File: src/rtl/cdc_pkg.sv
// Shared types and defaults for the req/ack CDC transmit controller.
package cdc_pkg;

   localparam int CDC_SYNC_STAGES    = 2;
   localparam int CDC_TIMEOUT_CYCLES = 1024;

   // ERR is only reachable when the watchdog is compiled in.
   typedef enum logic [1:0] {
      IDLE = 2'd0,
      REQ  = 2'd1,
      ACK  = 2'd2,
      ERR  = 2'd3
   } cdc_tx_state_t;

endpackage

File: src/rtl/cdc_sync_chain.sv
// Multi-flop synchronizer for a single asynchronous bit; q is the last stage.
module cdc_sync_chain #(
   parameter int STAGES = 2
) (
   input  logic clk,
   input  logic rst,
   input  logic d,
   output logic q
);

   logic [STAGES-1:0] sff;

   always_ff @(posedge clk) begin
      if (rst) sff <= '0;
      else     sff <= {sff[STAGES-2:0], d};
   end

   assign q = sff[STAGES-1];

endmodule

File: src/rtl/cdc_req_ack_tx.sv
// Source side of a four-phase req/ack word crossing.
// Optional per-phase watchdog and ERR state under `CDC_TIMEOUT_EN.
import cdc_pkg::*;

module cdc_req_ack_tx #(
   parameter int WIDTH          = 8,
   parameter int SYNC_STAGES    = CDC_SYNC_STAGES,
   parameter int TIMEOUT_CYCLES = CDC_TIMEOUT_CYCLES
) (
   input  logic             clk,
   input  logic             rst,
   input  logic             in_valid,
   input  logic [WIDTH-1:0] in_data,
   output logic             in_ready,
   input  logic             ack_in,
   output logic             xfer_req,
   output logic [WIDTH-1:0] xfer_data,
   output logic             done,
   output logic             timeout_err,
   input  logic             err_clr
);

   cdc_tx_state_t state;
   logic          ack_sync;

   cdc_sync_chain #(.STAGES(SYNC_STAGES)) u_ack_sync (
      .clk (clk),
      .rst (rst),
      .d   (ack_in),
      .q   (ack_sync)
   );

   assign in_ready = (state == IDLE);

`ifdef CDC_TIMEOUT_EN
   localparam int CW = $clog2(TIMEOUT_CYCLES + 1);

   logic [CW-1:0] cnt;
   logic          tmo_hit;
   logic          tmo_err_q;

   // Counter holds the cycles already spent in this phase, so the phase
   // is abandoned on the edge that would make it TIMEOUT_CYCLES long.
   assign tmo_hit     = (cnt == CW'(TIMEOUT_CYCLES - 1));
   assign timeout_err = tmo_err_q;
`else
   localparam int unused_timeout_cycles = TIMEOUT_CYCLES;
   logic unused_err_clr;
   assign unused_err_clr = err_clr;
   assign timeout_err    = 1'b0;
`endif

   always_ff @(posedge clk) begin
      if (rst) begin
         state     <= IDLE;
         xfer_req  <= 1'b0;
         xfer_data <= '0;
         done      <= 1'b0;
`ifdef CDC_TIMEOUT_EN
         cnt       <= '0;
         tmo_err_q <= 1'b0;
`endif
      end else begin
         done <= 1'b0;
`ifdef CDC_TIMEOUT_EN
         cnt <= (state == REQ || state == ACK) ? cnt + CW'(1) : '0;
`endif
         case (state)
            IDLE: if (in_valid) begin
               xfer_data <= in_data;
               xfer_req  <= 1'b1;
               state     <= REQ;
`ifdef CDC_TIMEOUT_EN
               cnt       <= '0;
`endif
            end
            // Ack transitions are checked before the watchdog so they win a tie.
            REQ: if (ack_sync) begin
               xfer_req <= 1'b0;
               state    <= ACK;
`ifdef CDC_TIMEOUT_EN
               cnt      <= '0;
            end else if (tmo_hit) begin
               xfer_req  <= 1'b0;
               tmo_err_q <= 1'b1;
               state     <= ERR;
               cnt       <= '0;
`endif
            end
            ACK: if (!ack_sync) begin
               done  <= 1'b1;
               state <= IDLE;
`ifdef CDC_TIMEOUT_EN
               cnt   <= '0;
            end else if (tmo_hit) begin
               tmo_err_q <= 1'b1;
               state     <= ERR;
               cnt       <= '0;
`endif
            end
`ifdef CDC_TIMEOUT_EN
            ERR: if (err_clr && !ack_sync) begin
               tmo_err_q <= 1'b0;
               state     <= IDLE;
               cnt       <= '0;
            end
`endif
            default: state <= IDLE;
         endcase
      end
   end

endmodule

File: config.mk
export PLATFORM = sky130hd
export DESIGN_NAME = cdc_req_ack_tx
export DESIGN_NICKNAME = d
export VERILOG_FILES = /design/src/rtl/cdc_pkg.sv /design/src/rtl/cdc_sync_chain.sv /design/src/rtl/cdc_req_ack_tx.sv
export SDC_FILE = /design/constraint.sdc
export NUM_CORES = 1
export LEC_CHECK = 0
export BUFFER_PORTS_ARGS = -buffer_cell sky130_fd_sc_hd__buf_2
export CAP_MARGIN = 5
export CORE_MARGIN = 5
export CORE_UTILIZATION = 45
export CTS_CLUSTER_DIAMETER = 80
export DETAILED_ROUTE_END_ITERATION = 10
export HOLD_SLACK_MARGIN = 0.06
export PLACE_DENSITY = 0.84
export SLEW_MARGIN = 20
export SYNTH_ARGS = -nofsm -noshare
export SYNTH_HDL_FRONTEND = slang
export SYNTH_SLANG_ARGS = --single-unit
File: constraint.sdc
create_clock -name clk -period 2.2 [get_ports clk]
set_clock_uncertainty 0.2 [all_clocks]
set_input_delay 0.44 -clock clk [delete_from_list [all_inputs] [get_ports clk]]
set_output_delay 0.44 -clock clk [all_outputs]
set_load 0.01 [all_outputs]
==> summary.txt, run 1 <==
STA
  • Final setup violation count: 0
  • Unrepaired setup endpoints after global routing: false
  • Maximum clock rate: just over 0.6 GHz
  • Fin crit period: around 1.6 ns
  • Final Hold Fails: 0
  • Setup Total Neg Slack: 0 ns
  • Slew Limit Fails: 0
  • Fin crit share: 0.738

Route
  • Drt total wl: around 1.1 mm
  • Vias per cell: roughly 4.7
  • Detailed-route via count: approximately 450
  • Antenna Nets Post-Route: 0
  • 1st-iter DRT viols: 2
  • First-pass DRT Iterations: 2
  • Post-route DRC violation count: 0
  • Post-DR wirelength/cell: 11.3 um

Cells and area
  • Layout cells sized above 1: 0.358
  • Nets: 95
  • Commonest non-fill, non-tap cell in the layout: buf_2
  • Most frequent cells in the layout: 22 x buf_2, 19 x nand2b_1, 14 x dfxtp_1
  • Ant diodes: 0
  • Finished layout cell area: around 760 um2
  • FILL cells: 124
  • Area delta synth->final: 23.5%

Die
  • DIE AREA: 2210 um2
  • Core Area: around 1300 um2
  • FP Rows: 13
  • Die Height: between 40 and 50 um
  • Top Ports: 25
  • Die Width: approximately 47 um
  • Starting density of the core: 0.475

Logic synthesis
  • Mapped Avg Cell Area: ~10 um2
  • Synthesized Nets: 72
  • Mapped Cells: 59
  • Flops & latches, synth: 14
  • Sequential area share after synthesis: 0.453
  • Total number of yosys warnings: 0
  • Count of cell types in the netlist: 17
  • Synthesized area: approximately 620 um2

Placement
  • IO buf count: 22
  • Cell Area, Placed: slightly above 700 um2
  • Dpl hpwl: 849 um
  • Final Wtd Congestion: around 0.61

Critical path
  • Critical path required time: between 1.5 and 2 ns
  • Reg2reg start: state[1]
  • Crit-path max FO: 8
  • Kind of critical path: flip-flop to output pin
  • Start point of the critical path: state[0]
  • Capturing point of the worst reg2reg path: xfer_req
  • Flop-to-flop setup slack: 0.90 ns
  • Cell depth of the worst flop-to-flop path: 2
  • Arr. time, crit path: slightly below 1 ns
  • Startpoint types: flip-flop
  • Worst setup EP type: output pin

Clock tree
  • CTS Sinks: 14
  • Clock buffer depth: 2
  • TritonCTS clock tree: done
  • Number of setup buffers added after CTS: 0
  • CTS Buf Count: 3
  • H-tree levels: 1
  • Hold Buf Count CTS: 0
  • PostCTS Resize Cnt: 0
  • CTS root buffer: clkbuf_4
  • Clock transition at path regs: ~0.08 ns
  • Skew-Pair Late Insertion Delay: 0.27 ns

GRT
  • Gr usage total: 0.111
  • Vias in the first global route: about 440
  • First-pass GRT wire length: around 1.7 mm
  • Grt ovf: 0
  • Largest net degree at the start of global routing: 23
  • Initial antenna violation count: 0

Run
  • Max-cap violations: 0

Pwr
  • Peak VDD IR: approximately 0.37 mV
  • Leakage: around 0.35 nW
  • Pwr dens: approximately 700 nW/um2

Hold path
  • Hold endpoint: u_ack_sync.sff[0]
  • Hold Startpoint: ack_in
  • Hold depth: 2
  • HP Class: input port to flip-flop

Outcome
  • Status: complete, no violations
stage by stage:
step / power [mW] / setup WS (ns) / util / std cells / hold WS [ns]
2_1_floorplan: 0.340 / 0.957 / - / 59 / 0.214
3_3_place_gp: 0.365 / 0.851 / 0.559 / 92 / 0.222
3_5_place_dp: 0.368 / 0.816 / 0.559 / 92 / 0.232
4_1_cts: 0.548 / 0.573 / 0.587 / 96 / 0.168
5_1_grt: 0.568 / 0.515 / 0.587 / 96 / 0.171
6_report: 0.540 / 0.576 / 0.587 / 96 / 0.173
cells by family after synthesis:
group | Yosys count | share of synthesized area
simple gates | 27 | 0.289
flops | 14 | 0.453
mux | 8 | 0.130
buf+inv | 6 | 0.0506
compound gates | 2 | 0.0567
xor+xnor | 1 | 0.0142
other cells | 1 | 0.00607
per-layer routing:
layer / share of wire / GRT usage
met1: 0.42 / 0.114
met2: 0.51 / 0.192
met3: 0.050 / 0.0268
met4: 0.011 / 0.0829
met5: 0 / 0
how the worst max path moves through the flow:
| stage | depth (start not counted) | slack, ns | to |
|---|---|---|---|
| 2_1_floorplan | 2 | 0.96 | in_ready |
| 3_3_place_gp | 4 | 0.85 | xfer_data[6] |
| 3_5_place_dp | 4 | 0.82 | xfer_data[1] |
| 4_1_cts | 2 | 0.57 | in_ready |
| 5_1_grt | 2 | 0.51 | in_ready |
| 6_report | 2 | 0.58 | in_ready |
critical path, stage by stage (launching register included):
cell and delay (ns):
dfxtp_1 0.48, nor2_1 0.08, buf_2 0.15
power by group:
part	internal (mW)	leakage [nW]	switching (mW)
sequential	0.269	0.115	0.0108
clock	0.101	0.0210	0.0790
combinational	0.0432	0.214	0.0377
cell usage after synthesis:
library cell  instances  area share
nand2b_1             19        0.19
dfxtp_1              14        0.45
nor2_1                1      0.0061
inv_1                 1      0.0061
and3b_1               1       0.014
xnor2_1               1       0.014
a2111oi_4             1       0.045
nor2b_1               3       0.030
mux2i_1               8        0.13
clkbuf_1              2       0.012
nor3b_1               1       0.012
nor4b_1               1       0.014
buf_2                 1      0.0081
a211oi_1              1       0.012
nor3b_2               1       0.020
buf_4                 2       0.024
conb_1                1      0.0061
final cells by class:
type / count / area, um2 / share of cell area
multi-input combinational: 39 / 307 / 0.402
clock buffer: 4 / 36.3 / 0.0475
tap: 15 / 18.8 / 0.0246
timing repair buffer: 23 / 118 / 0.154
sequential: 14 / 280 / 0.367
inverter: 1 / 3.75 / 0.00492
registers in the layout (all words and copies together) (netlist names):
signal	cells
u_ack_sync.sff	2
done	1
xfer_req	1
xfer_data	8
state	2
(Power assumes the default switching activity.)
==> inputs of run 2 (changes only) <==
ABC_AREA = 1   (was unset)
CORE_UTILIZATION = 43   (was 45)
PLACE_DENSITY = 0.83   (was 0.84)
clock period = 1.56 ns   (was 2.2 ns; I/O delays follow)
==> summary.txt, run 2 <==
Critical path
  • Startpoint types: flip-flop
  • Slowest stage delay, CP: 0.37 ns (-0.11 ns)
  • CP max-delay cell: dfxtp_1
  • Top delay family on crit path: flip-flops
  • Crit path cell chain: nor2_4, buf_2
  • Kind of critical path: flip-flop to output pin
  • Critical path required time: 1.05 ns (-0.51 ns)
  • Worst Path Buf+Inv: 1 (unchanged)
  • Worst setup EP type: output pin
  • Arr. time, crit path: 0.98 ns (about the same)
  • Crit-path max FO: 6 (-2)

Clock tree
  • Clock buffer depth: 2 (unchanged)
  • CTS Buf Count: 3 (unchanged)
  • CTS root buffer: clkbuf_4
  • PostCTS Resize Cnt: 0 (unchanged)
  • Clock transition at path regs: 0.08 ns (about the same)
  • TritonCTS clock tree: done
  • H-tree levels: 1 (unchanged)
  • CTS Sinks: 14 (unchanged)
  • Skew-Pair Late Insertion Delay: 0.27 ns (about the same)

Pwr
  • Pwr dens: 1060 nW/um2 (+50%)
  • Int Power: 0.595 mW (+44%)
  • Flop pwr share: 0.501 (-0.017)
  • Peak VDD IR: 0.573 mV (+56%)
  • Comb pwr share: 0.178 (+0.028)
  • Design Power: 0.793 mW (+47%)
  • Switching share of total power: 0.250 (+0.0143)
  • Psw: 0.199 mW (+56%)
  • Clk pwr share: 0.321 (-0.011)
  • Leakage: 0.369 nW (+5.4%)

Placement
  • Dpl hpwl: 815 um (-4.0%)
  • Placed Cells: 102 (+11%)
  • IO buf count: 22 (unchanged)
  • Final Wtd Congestion: 0.720 (+18%)

Logic synthesis
  • Mapped Avg Cell Area: 8.44 um2 (-19%)
  • Sequential area share after synthesis: 0.496 (+0.0421)
  • Synthesized Nets: 80 (+11%)
  • Cell accounting for the most synthesized area: dfxtp_1
  • EDFF count, synth: 0 (unchanged)
  • Dominant cell by count in the synthesized netlist: dfxtp_1
  • Post-synth top cells: 14 x dfxtp_1, 11 x a21oi_1, 10 x nand3b_1, 10 x nor2_1, 9 x nand2_1
  • Yosys top cell area share: 0.496 (+0.0421)
  • Flops & latches, synth: 14 (unchanged)
  • FFs w/ async S/R, synth: 0 (unchanged)
  • Synth top area cells: dfxtp_1 50%, nand3b_1 13%, a21oi_1 9.7%
  • Total number of yosys warnings: 0 (unchanged)
  • Synthesized area: 566 um2 (-8.5%)
  • Synth Flop Type: dfxtp_1
  • Count of cell types in the netlist: 14 (-3)
  • Mapped Cells: 67 (+14%)

Die
  • FP Rows: 13 (unchanged)
  • DIE AREA: 2140 um2 (-3.3%)
  • Core Area: 1270 um2 (-2.5%)
  • Die Width: 46.3 um (-1.7%)
  • Top Ports: 25 (unchanged)
  • Die Height: 46.3 um (-1.7%)
  • Starting density of the core: 0.446 (-0.0292)

GRT
  • Initial antenna violation count: 0 (unchanged)
  • Vias in the first global route: 443 (+0.45%)
  • First-pass GRT wire length: 1.88 mm (+11%)
  • Largest net degree at the start of global routing: 18 (-22%)
  • Grt ovf: 0 (unchanged)
  • Gr usage total: 0.128 (+0.0172)

Cells and area
  • Nets: 109 (+15%)
  • FILL cells: 120 (-3.2%)
  • Layout cells sized above 1: 0.347 (-0.0107)
  • Max reg flops: 8 (unchanged)
  • Ant diodes: 0 (unchanged)
  • Most frequent cells in the layout: 22 x buf_2, 14 x dfxtp_1, 11 x a21oi_1
  • Commonest non-fill, non-tap cell in the layout: buf_2
  • Most flop-heavy register: xfer_data
  • Area delta synth->final: 32.1%
  • Top Registers: xfer_data x8, state x2, u_ack_sync.sff x2
  • Finished Layout Cells: 110 (+15%)

Hold path
  • HP Class: input port to flip-flop

Route
  • 1st-iter DRT viols: 3 (+1)
  • Drt total wl: 1.14 mm (+4.6%)
  • Post-route DRC violation count: 0 (unchanged)
  • Antenna Nets Post-Route: 0 (unchanged)
  • First-pass DRT Iterations: 4 (+2)
  • Post-DR wirelength/cell: 10.3 um (-8.7%)
  • Detailed-route via count: 520 (+16%)
  • Vias per cell: 4.73 (+1.1%)

STA
  • Slew Limit Fails: 0 (unchanged)
  • Unrepaired setup endpoints after global routing: false
  • Maximum clock rate: ~0.67 GHz
  • Setup Total Neg Slack: 0 ns (unchanged)
  • Final setup violation count: 0 (unchanged)
  • Fin crit share: 0.959
  • Fin crit period: 1.50 ns
  • Final Hold Fails: 0 (unchanged)

Run
  • Max-cap violations: 0 (unchanged)

Outcome
  • Status: complete, no violations
## run 2: changes by cell type after synthesis, moves of 2 or more
cell,delta
clkbuf_1,-2
mux2i_1,-8
nand3b_1,+10
nor2b_1,-3
nand2b_1,-19
inv_1,+3
nor2_1,+9
nand2_1,+9
a21oi_1,+11
## run 2: area by class of cell
cell class / count / area, um2 / area share
clock buffer: 4 / 36.3 / 0.0486
multi-input combinational: 45 / 239 / 0.320
inverter: 4 / 15.0 / 0.0201
sequential: 14 / 280 / 0.375
tap: 15 / 18.8 / 0.0251
timing repair buffer: 28 / 158 / 0.211
## run 2: repair_timing
action | in CTS | in global routing
hold buffers | 1 | 0
buffers inserted | 0 | 3
endpoints found under the setup margin | 1 | 1
pin swaps | 1 | 1
endpoints found under the hold margin | 1 | 0
## run 2: worst reg2reg max path, stage by stage (launching register included)
cell      delay [ns]
dfxtp_1         0.37
nor2_4          0.18
buf_4           0.17
nand3b_1        0.08
nand2_1         0.07
nor2_1          0.04
## run 2: power groups by stage
stage / sequential, mW / clock [mW] / combinational, mW
floorplan: 0.416 / 0 / 0.0747
global placement: 0.405 / 0 / 0.126
detailed placement: 0.406 / 0 / 0.130
CTS: 0.398 / 0.264 / 0.131
global route: 0.400 / 0.281 / 0.160
finish: 0.398 / 0.255 / 0.141
## run 2: final timing paths
| check | startpoint | to | slack, ns | depth (start not counted) |
|---|---|---|---|---|
| worst max-delay path | state[0] | in_ready | 0.06 | 2 |
| worst min-delay path | rst | state[0] | 0.07 | 2 |
| worst max register to register | state[0] | xfer_data[5] | 0.36 | 5 |
| worst min register to register | u_ack_sync.sff[0] | u_ack_sync.sff[1] | 0.21 | 2 |
## run 2: cells by family after synthesis
group / Yosys count / synth area share
AND/OR/NAND/NOR: 33 / 0.319
flip-flops: 14 / 0.496
AO/OA/AOI/OAI: 11 / 0.0973
buffers and inverters: 8 / 0.0818
other: 1 / 0.00663
## run 2: per-layer routing
| metal | wire (um) | track usage | vias to the layer above |
|---|---|---|---|
| met5 | 0 | 0 | - |
| met4 | 8 | 0.0682 | 0 |
| met3 | 98 | 0.0742 | 2 |
| met2 | 519 | 0.187 | 16 |
| met1 | 512 | 0.145 | 227 |
| li1 | - | - | 275 |
## run 2: metrics by stage
stage                     hold WS [ns]   util  instance area, um2  setup WS [ns]
final                           0.0729  0.589                 747         0.0632
after global routing            0.0803  0.589                 747         0.0262
after CTS                       0.0663  0.571                 724        0.00563
after detailed placement         0.199  0.535                 678          0.291
after global placement           0.191  0.535                 678          0.306
after floorplan                  0.181      -                 566          0.360
==> inputs of run 3 (changes only) <==
RECOVER_POWER = 50   (was unset)
==> summary.txt, run 3 (same netlist as run 2, synthesis figures left out) <==
Cells and area
  • Area delta synth->final: 30.1%
  • Most flop-heavy register: xfer_data
  • Layout cells sized above 1: 0.316 (-0.0316)
  • Commonest non-fill, non-tap cell in the layout: buf_2
  • Most frequent cells in the layout: 22 x buf_2, 14 x dfxtp_1, 11 x a21oi_1
  • Ant diodes: 0 (unchanged)
  • Nets: 109 (unchanged)
  • Finished Layout Cells: 110 (unchanged)
  • FILL cells: 126 (+5.0%)
  • Top Registers: xfer_data x8, state x2, u_ack_sync.sff x2
  • Max reg flops: 8 (unchanged)

STA
  • Setup Total Neg Slack: 0 ns (unchanged)
  • Fin crit period: 1.49 ns (-0.00674 ns)
  • Unrepaired setup endpoints after global routing: false
  • Final Hold Fails: 0 (unchanged)
  • Slew Limit Fails: 0 (unchanged)
  • Final setup violation count: 0 (unchanged)
  • Maximum clock rate: 0.671 GHz (+0.45%)
  • Fin crit share: 0.955 (-0.00432)

Placement
  • Placed Cells: 102 (unchanged)
  • IO buf count: 22 (unchanged)
  • Dpl hpwl: 815 um (unchanged)
  • Final Wtd Congestion: 0.720 (unchanged)

Hold path
  • HP Class: input port to flip-flop

Route
  • First-pass DRT Iterations: 4 (unchanged)
  • Antenna Nets Post-Route: 0 (unchanged)
  • Detailed-route via count: 521 (+0.19%)
  • Post-DR wirelength/cell: 10.4 um (+0.88%)
  • 1st-iter DRT viols: 3 (unchanged)
  • Post-route DRC violation count: 0 (unchanged)
  • Drt total wl: 1.15 mm (+0.88%)
  • Vias per cell: 4.74 (+0.19%)

Die
  • Die Width: 46.3 um (unchanged)
  • Starting density of the core: 0.446 (unchanged)
  • FP Rows: 13 (unchanged)
  • DIE AREA: 2140 um2 (unchanged)
  • Die Height: 46.3 um (unchanged)
  • Top Ports: 25 (unchanged)
  • Core Area: 1270 um2 (unchanged)

Critical path
  • Startpoint types: flip-flop
  • Crit-path max FO: 6 (unchanged)
  • Critical path required time: 1.05 ns (about the same)
  • Arr. time, crit path: 0.98 ns (about the same)
  • Kind of critical path: flip-flop to output pin
  • Worst setup EP type: output pin

Clock tree
  • Skew-Pair Late Insertion Delay: 0.27 ns (about the same)
  • CTS root buffer: clkbuf_4
  • Clock buffer depth: 2 (unchanged)
  • CTS Buf Count: 3 (unchanged)
  • H-tree levels: 1 (unchanged)
  • TritonCTS clock tree: done
  • Clock transition at path regs: 0.08 ns (about the same)
  • CTS Sinks: 14 (unchanged)

GRT
  • Initial antenna violation count: 0 (unchanged)
  • First-pass GRT wire length: 1.88 mm (unchanged)
  • Largest net degree at the start of global routing: 18 (unchanged)
  • Gr usage total: 0.128 (unchanged)
  • Grt ovf: 0 (unchanged)
  • Vias in the first global route: 443 (unchanged)

Run
  • Max-cap violations: 0 (unchanged)

Pwr
  • Leakage: 0.359 nW (-2.7%)
  • Peak VDD IR: 0.572 mV (-0.29%)
  • Switching share of total power: 0.254 (+0.00348)
  • Comb pwr share: 0.171 (-0.007)
  • Int Power: 0.589 mW (-1.1%)
  • Flop pwr share: 0.504 (+0.003)
  • Pwr dens: 1070 nW/um2 (+0.91%)
  • Clk pwr share: 0.325 (+0.004)
  • Psw: 0.200 mW (+0.77%)

Outcome
  • Status: complete, no violations
==> run 3: cell types whose count changed in the layout (fill, tap and decap cells not counted), sizes merged <==
cell / change
buf: -5
clkbuf: +5
==> run 3: timing repair <==
action | 4_1_cts | 5_1_grt
resized for setup | 0 | 0
pin swaps | 1 | 1
setup buffers | 0 | 3
endpoints found under the setup margin | 1 | 1
hold buffers | 1 | 0
hold endpoints to repair | 1 | 0
==> run 3: final timing paths <==
check	cells past startpoint	from	to	slack, ns
max	2	state[0]	in_ready	0.07
min	2	rst	state[0]	0.07
max reg2reg	5	state[0]	xfer_data[1]	0.23
min reg2reg	2	u_ack_sync.sff[0]	u_ack_sync.sff[1]	0.21
==> run 3: routing by layer <==
layer | track usage | up-vias | wire [um]
met5 | 0 | - | 0
met4 | 0.0682 | 0 | 8
met3 | 0.0742 | 2 | 100
met2 | 0.187 | 15 | 526
met1 | 0.145 | 230 | 512
li1 | - | 274 | -
==> run 3: area by class of cell <==
cell class,count,area (um2),area share
sequential,14,280,0.381
timing repair buffer,28,146,0.199
tap,15,18.8,0.0255
multi-input combinational,45,239,0.325
inverter,4,15.0,0.0204
clock buffer,4,36.3,0.0493
==> run 3: power by group through the flow <==
stage	Clock (mW)	Combinational, mW	Sequential [mW]
6_report	0.256	0.135	0.398
5_1_grt	0.281	0.153	0.400
4_1_cts	0.264	0.131	0.398
3_5_place_dp	0	0.130	0.406
3_3_place_gp	0	0.126	0.405
2_1_floorplan	0	0.0747	0.416
==> run 3: stage by stage <==
stage          total power, mW  setup WS [ns]  cell area [um2]  utilization  hold slack, ns
6_report                 0.789         0.0699              736        0.580          0.0709
5_1_grt                  0.834         0.0282              736        0.580          0.0803
4_1_cts                  0.792        0.00563              724        0.571          0.0663
3_5_place_dp             0.536          0.291              678        0.535           0.199
3_3_place_gp             0.531          0.306              678        0.535           0.191
2_1_floorplan            0.491          0.360              566            -           0.181
==> run 3: critical path, stage by stage (launching register included) <==
cell and delay, ns:
dfxtp_1 0.37, nor2_4 0.18, buf_2 0.16
